File: config.mk
export PLATFORM = sky130hd
export DESIGN_NAME = stack_sequencer
export DESIGN_NICKNAME = d
export VERILOG_FILES = /design/src/rtl/stack_sequencer_pkg.sv /design/src/rtl/stack_sequencer.sv
export SDC_FILE = /design/constraint.sdc
export NUM_CORES = 1
export LEC_CHECK = 0
export CORE_MARGIN = 2
export CORE_UTILIZATION = 43
export CTS_CLUSTER_DIAMETER = 120
export DETAILED_ROUTE_END_ITERATION = 12
export PLACE_DENSITY = 0.86
export RECOVER_POWER = 100
export SLEW_MARGIN = 15
export SYNTH_ARGS = -nofsm -noshare
export SYNTH_HDL_FRONTEND = slang
export SYNTH_SLANG_ARGS = --single-unit
File: constraint.sdc
create_clock -name clk -period 2.45 [get_ports clk]
set_clock_uncertainty 0.05 [all_clocks]
set_input_delay 0.49 -clock clk [delete_from_list [all_inputs] [get_ports clk]]
set_output_delay 0.49 -clock clk [all_outputs]
set_load 0.01 [all_outputs]
File: src/rtl/stack_sequencer_pkg.sv
// stack_sequencer_pkg: interrupt type codes, sequencer states and default stack/vector constants
package stack_sequencer_pkg;
  typedef enum logic [1:0] {
    INT_BRK = 2'b00,
    INT_IRQ = 2'b01,
    INT_NMI = 2'b10,
    INT_RST = 2'b11
  } int_type_e;
  typedef enum logic [3:0] {
    IDLE,
    PUSH_PCH,
    PUSH_PCL,
    PUSH_P,
    VEC_LO,
    VEC_HI,
    PULL_P,
    PULL_PCL,
    PULL_PCH,
    FINISH
  } state_e;
  localparam logic [7:0]  DEF_STACK_PAGE = 8'h01;
  localparam logic [15:0] DEF_NMI_VEC    = 16'hFFFA;
  localparam logic [15:0] DEF_RST_VEC    = 16'hFFFC;
  localparam logic [15:0] DEF_IRQ_VEC    = 16'hFFFE;
endpackage

File: src/rtl/stack_sequencer.sv
// stack_sequencer: interrupt-entry push/vector and RTI pull engine owning SP; NMI_HIJACK_EN lets NMI steal a BRK/IRQ vector
module stack_sequencer
  import stack_sequencer_pkg::*;
#(
  parameter logic [7:0]  STACK_PAGE = DEF_STACK_PAGE,
  parameter logic [15:0] NMI_VEC    = DEF_NMI_VEC,
  parameter logic [15:0] RST_VEC    = DEF_RST_VEC,
  parameter logic [15:0] IRQ_VEC    = DEF_IRQ_VEC
) (
  input  logic        clk,
  input  logic        reset_n,
  input  logic        start_int,
  input  logic [1:0]  int_type,
  input  logic        start_rti,
  input  logic        nmi_req,
  input  logic [15:0] pc_in,
  input  logic [7:0]  p_in,
  input  logic        sp_wr,
  input  logic [7:0]  sp_wdata,
  input  logic [7:0]  mem_rdata,
  input  logic        mem_ready,
  output logic [15:0] mem_addr,
  output logic [7:0]  mem_wdata,
  output logic        mem_we,
  output logic        mem_re,
  output logic [7:0]  sp_out,
  output logic        p_load,
  output logic [7:0]  p_data,
  output logic        set_i,
  output logic [15:0] pc_out,
  output logic        pc_load,
  output logic        busy,
  output logic        done
);
  state_e      state, state_n;
  int_type_e   int_q;
  logic [15:0] pc_q, vec;
  logic [7:0]  sp, lo;
  logic        hijack, push, pull, bus, acc;
  logic        unused_bits;
  assign unused_bits = ^p_in[5:4];
  assign push = state inside {PUSH_PCH, PUSH_PCL, PUSH_P};
  assign pull = state inside {PULL_P, PULL_PCL, PULL_PCH};
  assign bus  = push || pull || state inside {VEC_LO, VEC_HI};
  assign acc  = bus && mem_ready;
`ifdef NMI_HIJACK_EN
  logic nmi_seen;
  always_ff @(posedge clk or negedge reset_n) begin
    if (!reset_n) nmi_seen <= 1'b0;
    else if (state == IDLE) nmi_seen <= 1'b0;
    else if (push && nmi_req && int_q inside {INT_BRK, INT_IRQ}) nmi_seen <= 1'b1;
  end
  assign hijack = nmi_seen;
`else
  logic unused_nmi;
  assign unused_nmi = nmi_req;
  assign hijack = 1'b0;
`endif
  assign vec = (hijack || int_q == INT_NMI) ? NMI_VEC : int_q == INT_RST ? RST_VEC : IRQ_VEC;
  always_comb begin
    state_n = state;
    case (state)
      IDLE:     state_n = start_int ? PUSH_PCH : start_rti ? PULL_P : IDLE;
      PUSH_PCH: state_n = PUSH_PCL;
      PUSH_PCL: state_n = PUSH_P;
      PUSH_P:   state_n = VEC_LO;
      VEC_LO:   state_n = VEC_HI;
      VEC_HI:   state_n = FINISH;
      PULL_P:   state_n = PULL_PCL;
      PULL_PCL: state_n = PULL_PCH;
      PULL_PCH: state_n = FINISH;
      default:  state_n = IDLE;
    endcase
    if (bus && !mem_ready) state_n = state;
  end
  always_ff @(posedge clk or negedge reset_n) begin
    if (!reset_n) begin
      state  <= IDLE;
      sp     <= 8'h00;
      int_q  <= INT_BRK;
      pc_q   <= 16'h0000;
      lo     <= 8'h00;
      pc_out <= 16'h0000;
      p_data <= 8'h00;
      p_load <= 1'b0;
      set_i  <= 1'b0;
    end else begin
      state  <= state_n;
      p_load <= acc && state == PULL_P;
      set_i  <= acc && state == VEC_LO;
      if (state == IDLE && start_int) begin
        int_q <= int_type_e'(int_type);
        pc_q  <= pc_in;
      end
      if (state == IDLE && sp_wr) sp <= sp_wdata;
      else if (acc && push) sp <= sp - 8'd1;
      else if (acc && pull) sp <= sp + 8'd1;
      if (acc && state inside {VEC_LO, PULL_PCL}) lo <= mem_rdata;
      if (acc && state inside {VEC_HI, PULL_PCH}) pc_out <= {mem_rdata, lo};
      if (acc && state == PULL_P) p_data <= mem_rdata;
    end
  end
  assign mem_addr  = push ? {STACK_PAGE, sp} :
                     pull ? {STACK_PAGE, sp + 8'd1} :
                     state == VEC_LO ? vec :
                     state == VEC_HI ? vec + 16'd1 : 16'h0000;
  assign mem_wdata = state == PUSH_PCH ? pc_q[15:8] :
                     state == PUSH_PCL ? pc_q[7:0] :
                     state == PUSH_P ? {p_in[7:6], 1'b1, int_q == INT_BRK, p_in[3:0]} : 8'h00;
  assign mem_we  = push && int_q != INT_RST;
  assign mem_re  = pull || state inside {VEC_LO, VEC_HI};
  assign sp_out  = sp;
  assign busy    = state != IDLE;
  assign pc_load = state == FINISH;
  assign done    = state == FINISH;
endmodule

==> results of run 1 <==
## flip-flops by register name, indices dropped and copies added (netlist names)
signal and flops:
lo 8, sp_out 8, p_load 1, set_i 1, pc_out 16, int_q 2
pc_q 16, state 4, p_data 8
## area by class of cell
class	count	area, µm²	area share
tap	105	131	0.0246
clock buffer	11	151	0.0284
multi-input combinational	240	1890	0.354
timing repair buffer	158	1440	0.270
clock inverter	5	78.8	0.0148
sequential	64	1610	0.301
inverter	10	37.5	0.00703
## per-layer routing
metal,vias up,wire length [µm]
li1,1543,-
met1,1647,4240
met2,164,5350
met3,27,862
met4,0,227
met5,-,0
## what timing repair did
action / CTS / global route
gates resized for setup: 43 / 28
buffers inserted: 2 / 5
setup endpoints to repair: 29 / 20
pin swaps: 0 / 2
## where the power goes
part | total [mW] | internal, mW | switching [mW]
Sequential | 1.99 | 1.59 | 0.409
Combinational | 4.51 | 2.38 | 2.13
Clock | 1.05 | 0.627 | 0.423
Total | 7.56 | 4.59 | 2.96
## cells by family (layout without fill, tap and decap cells)
family | Yosys count | after routing | share of synthesized area
AOI/OAI and AO/OA | 81 | 81 | 0.149
xor gates and xnor gates | 4 | 4 | 0.00960
DFF | 64 | 64 | 0.439
buffers and inverters | 42 | 184 | 0.0607
muxes | 61 | 61 | 0.187
and+or+nand+nor | 92 | 92 | 0.148
adders and majority gates | 2 | 2 | 0.00686
## path summary, 6_finish.rpt
| kind | slack (ns) | endpoint | from |
|---|---|---|---|
| max | 0.08 | mem_re | state[2] |
| min | 0.46 | lo[1] | lo[1] |
| max reg2reg | 0.31 | sp_out[5] | state[3] |
| min reg2reg | 0.46 | lo[1] | lo[1] |
| max in group asynchronous | 0.72 | sp_out[2] | reset_n |
| min in group asynchronous | 0.58 | pc_q[3] | reset_n |
## cells in the mapped netlist, types with 5 or more instances
cell / number
dfrtp_1: 64
mux2_2: 52
nor2_1: 23
a21oi_1: 20
nand2_1: 13
o21ai_0: 13
buf_4: 10
inv_1: 10
buf_2: 9
clkbuf_1: 8
mux2i_1: 8
a31oi_1: 7
nand3_1: 7
nor3_1: 7
o22ai_1: 7
a22oi_1: 6
and3_1: 5
nor4_1: 5
## layout by cell type, fill, tap and decap left out, types with 3 or more instances in the layout
cell              n
buf_2             5
buf_6             6
mux2_2           52
or3_1             4
nor4_1            5
clkbuf_8         11
o21a_1            3
nand2b_1          4
a21oi_1          20
o211ai_1          3
or2_4             3
o2111a_1          3
mux2i_1           8
a31oi_1           7
o22ai_1           7
nor3_1            5
dfrtp_2           4
o21ai_1           3
nand3_1           5
nor3_4            4
a22oi_1           5
dfrtp_1          60
and3_1            5
nand2_1          12
clkdlybuf4s50_1  86
buf_4            42
o21ai_0          10
inv_1             9
nor2_1           22
dlygate4sd2_1    11
clkbuf_2          4
## stage by stage
| step | hold slack, ns | std cells | instance area (µm²) | util |
|---|---|---|---|---|
| 2_1_floorplan | 0.144 | 346 | 3650 | - |
| 3_5_place_dp | 0.441 | 570 | 5020 | 0.611 |
| 5_1_grt | 0.476 | 593 | 5340 | 0.649 |
| 6_report | 0.456 | 593 | 5340 | 0.649 |
| 3_3_place_gp | 0.434 | 570 | 5020 | 0.611 |
| 4_1_cts | 0.106 | 588 | 5300 | 0.645 |
==> impl_metrics.ini, run 1 <==
[run_status]
status = complete, but fails checks
violations = max-capacitance violations, max-slew violations

[worst_setup_path]
worst-r2r-cell-count = 6
worst_ep_required_time_ns = 1.91
cp_cell_sequence = buf_4, nor3_4, nand2_2, nand2_1, clkdlybuf4s50_1
cp_num_cells = 5
crit_fanout = 6
worstPathArrival_ns = 1.83
crit_slowest_cell = clkdlybuf4s50_1
start_kind = flip-flop
worst_setup_path_end_kind = output pin
cp_top_family = buffers and inverters
critPathBufInv = 2
crit_type = flip-flop to output pin
critPathMaxStageDelay_ns = 0.53

[synth]
yosys_register_bits = 64
synth_top_area_frac = 0.439
ys_seq_area_frac = 0.439
avgSynthCellArea_um2 = 10.5
synth_top_area_cell = dfrtp_1
async_flop_share = 1.00
synth_ff_type = dfrtp_1
synth_edf_count = 0
synth_cells = 346
synth_warnings = 0
syn_nets = 397
synth_top_cells_by_area = dfrtp_1 (44%), mux2_2 (16%), a21oi_1 (2.7%)
yosysUniqueCellTypes = 59
netlist_area_um2 = 3650

[global_routing]
grt_antenna_before_repair = 0
track_usage = 0.241
grt_pass1_wl_um = 16600
use_met3 = 0.0713
grt_start_max_net_pins = 65
grtUsageMet1 = 0.289
grt_pass1_vias = 3364
grt-ovfl-total = 0
grt.busiest_layer = met2
use_met2 = 0.405

[drt]
drtPass1Iterations = 7
vias_per_cell = 5.70
wl_per_cell_um = 18.0
ant_nets = 0
drcViolationCount = 0
num_vias = 3381
wl_um = 10700
first_iter_violations = 255

[placed_design]
hpwlAfterDp_um = 7520
post-place-ws_ns = 0.0134
portBuffers = 108
place_congestion = 0.910

[timing]
setup_viol = 0
tightest_slew_ns = 1.58
maxSlewHeadroom = -0.0551
hold_violations = 0
finalCritPeriodShare = 0.969
fin_crit_ns = 2.37
setup_ws_ns = 0.0756
drv_slew = 65
max_freq_ghz = 0.421
fin_setup_tns_ns = 0

[cts]
numCtsBuffers = 9
cts_htree_levels = 3
clk_latency_ns = 0.34
clock_sinks = 64
cts_max_path_buffers = 2
root_buffer = clkbuf_8
clkTransAtPathRegs_ns = 0.07
holdBufCountCts = 0
cts_tree = built

[die]
pin_count = 112
num_rows = 33
dieArea_um2 = 9240
core_um2 = 8220
die_h_um = 96.1
die_width_um = 96.1
start_util = 0.444

[finish]
drive_above_1_share = 0.322
nets = 534
n_antenna_cell = 0
area_growth_pct = 46.3
nFillCells = 626

[power_and_ir_drop]
p_per_area_nw_per_um2 = 1420
p_leak_nw = 2.32
vdd_ir_drop_max_mv = 0.708
power_mw = 7.56

[min_path]
hold_path_class = flip-flop to flip-flop
hold_depth = 1

[job]
maxCapViolCount = 1
No activity file was read; power rests on OpenSTA's default activity.
==> run 2: changes to the inputs <==
--- a/config.mk
+++ b/config.mk
@@ -5,9 +5,10 @@
 export SDC_FILE = /design/constraint.sdc
 export NUM_CORES = 1
 export LEC_CHECK = 0
+export CORE_ASPECT_RATIO = 1.75
 export CORE_MARGIN = 2
 export CORE_UTILIZATION = 43
-export CTS_CLUSTER_DIAMETER = 120
+export CTS_CLUSTER_DIAMETER = 80
 export DETAILED_ROUTE_END_ITERATION = 12
 export PLACE_DENSITY = 0.86
 export RECOVER_POWER = 100
==> run 2 against run 1 <==
Compared with the run above:
- the run still ends with max-capacitance violations, max-slew violations left
- clock power increased by 14%
- hold slack got worse by 0.0035 ns
- largest cell class unchanged
- highest routed layer unchanged
- power increased by 3.4%
- critical path depth unchanged
==> impl_metrics.ini, run 2 (synthesis gave the netlist of run 1 again) <==
[run_status]
status = complete, but fails checks
violations = max-capacitance violations, max-slew violations

[worst_setup_path]
worstPathArrival_ns = 1.87
r2r_slack_ns = 0.18
start_kind = flip-flop
r2r-start = state[3]
startpoint = state[2]
crit_end = mem_addr[9]
crit_fanout = 7
worst_setup_path_end_kind = output pin
worst_ep_required_time_ns = 1.91
rr_endpoint = sp_out[5]
worst-r2r-cell-count = 6
crit_type = flip-flop to output pin

[finish]
nets = 536
n_antenna_cell = 0
area_growth_pct = 47.4
layout_common_cells = clkdlybuf4s50_1 (88), dfrtp_1 (58), mux2_2 (52)
drive_above_1_share = 0.324
final_area_um2 = 5380
mostFrequentLayoutCell = clkdlybuf4s50_1
reg_top3 = pc_out x16, pc_q x16

[drt]
wl_per_cell_um = 18.9
wl_um = 11000
first_iter_violations = 261
drcViolationCount = 0
ant_nets = 0
num_vias = 3389
vias_per_cell = 5.82
drtPass1Iterations = 4

[timing]
finalCritPeriodShare = 0.985
setup_viol = 0
hold_violations = 0
max_freq_ghz = 0.414
fin_crit_ns = 2.41
drv_slew = 65
tightest_slew_ns = 1.60
fin_setup_tns_ns = 0
maxSlewHeadroom = -0.0646

[global_routing]
grt-ovfl-total = 0
grt_antenna_before_repair = 0
grt_pass1_vias = 3544
grt_start_max_net_pins = 65
grt_pass1_wl_um = 17500
track_usage = 0.245

[die]
start_util = 0.442
num_rows = 44
core_um2 = 8260
die_width_um = 73.6
dieArea_um2 = 9270
die_h_um = 126
pin_count = 112

[power_and_ir_drop]
power_mw = 7.81
vdd_ir_drop_max_mv = 0.993
p_per_area_nw_per_um2 = 1450
p_leak_nw = 2.32

[cts]
cts_htree_levels = 3
clock_sinks = 64
clk_latency_ns = 0.34
holdBufCountCts = 0
clkTransAtPathRegs_ns = 0.06
numCtsBuffers = 9
root_buffer = clkbuf_16
cts_tree = built
cts_max_path_buffers = 2

[placed_design]
hpwlAfterDp_um = 7710
portBuffers = 108
place_congestion = 0.880
dpl_cell_area_um2 = 4980

[min_path]
hold_path_class = flip-flop to flip-flop

[job]
maxCapViolCount = 1
==> run 2: cell count changes in the layout (fill, tap and decap cells not counted), sizes merged <==
| cell | before | now |
|---|---|---|
| clkdlybuf4s15 | 1 | 0 |
| clkbuf | 15 | 14 |
| inv | 10 | 13 |
| clkinv | 3 | 1 |
| bufinv | 2 | 0 |
| clkinvlp | 0 | 3 |
| clkdlybuf4s50 | 86 | 88 |
| buf | 54 | 53 |
| dlymetal6s2s | 2 | 0 |
| dlygate4sd2 | 11 | 14 |
==> run 2: how the worst min path moves through the flow <==
stage,to,start,cells after the start
floorplan,int_q[0],reset_n,0
global placement,pc_q[5],pc_q[5],1
global route,pc_out[13],pc_out[13],1
CTS,pc_out[2],reset_n,2
finish,pc_q[3],pc_q[3],1
detailed placement,pc_q[4],pc_q[4],1
==> run 2: area by class of cell <==
type / instances / area [µm²]
tap: 92 / 115
fill: 612 / 2880
timing repair buffer: 160 / 1440
multi-input combinational: 240 / 1900
sequential: 64 / 1610
clock inverter: 7 / 53.8
inverter: 10 / 37.5
clock buffer: 9 / 225
==> run 2: stage by stage <==
stage	std cells	setup WS, ns	utilization	hold slack, ns
2_1_floorplan	346	0.387	-	0.144
3_3_place_gp	556	0.0345	0.603	0.433
3_5_place_dp	556	-0.00979	0.603	0.442
4_1_cts	577	-0.0943	0.646	0.131
5_1_grt	582	-0.0195	0.651	0.478
6_report	582	0.0371	0.651	0.452
==> run 2: critical path: stages, from the launching register on <==
cell and delay [ns]:
dfrtp_2 0.41, buf_4 0.16, nand2b_1 0.09, nor2_2 0.14, buf_4 0.17, clkdlybuf4s50_1 0.56
==> run 2: metal layers <==
layer	vias up	share of wire	global-route usage
met1	1628	0.36	0.267
li1	1544	-	-
met4	0	0.054	0.143
met2	162	0.54	0.421
met3	55	0.049	0.0536
met5	-	0	0
==> run 2: report_power, final <==
part | switching, mW | internal, mW | leakage (nW)
clock | 0.506 | 0.692 | 0.129
sequential | 0.420 | 1.59 | 0.763
combinational | 2.18 | 2.42 | 1.43
total | 3.11 | 4.71 | 2.32
==> run 2: what timing repair did <==
item | 4_1_cts | 5_1_grt
pin swaps | 1 | 3
endpoints found under the setup margin | 29 | 14
gates resized for setup | 43 | 20
buffers inserted | 5 | 6
endpoints found under the hold margin | 0 | 0
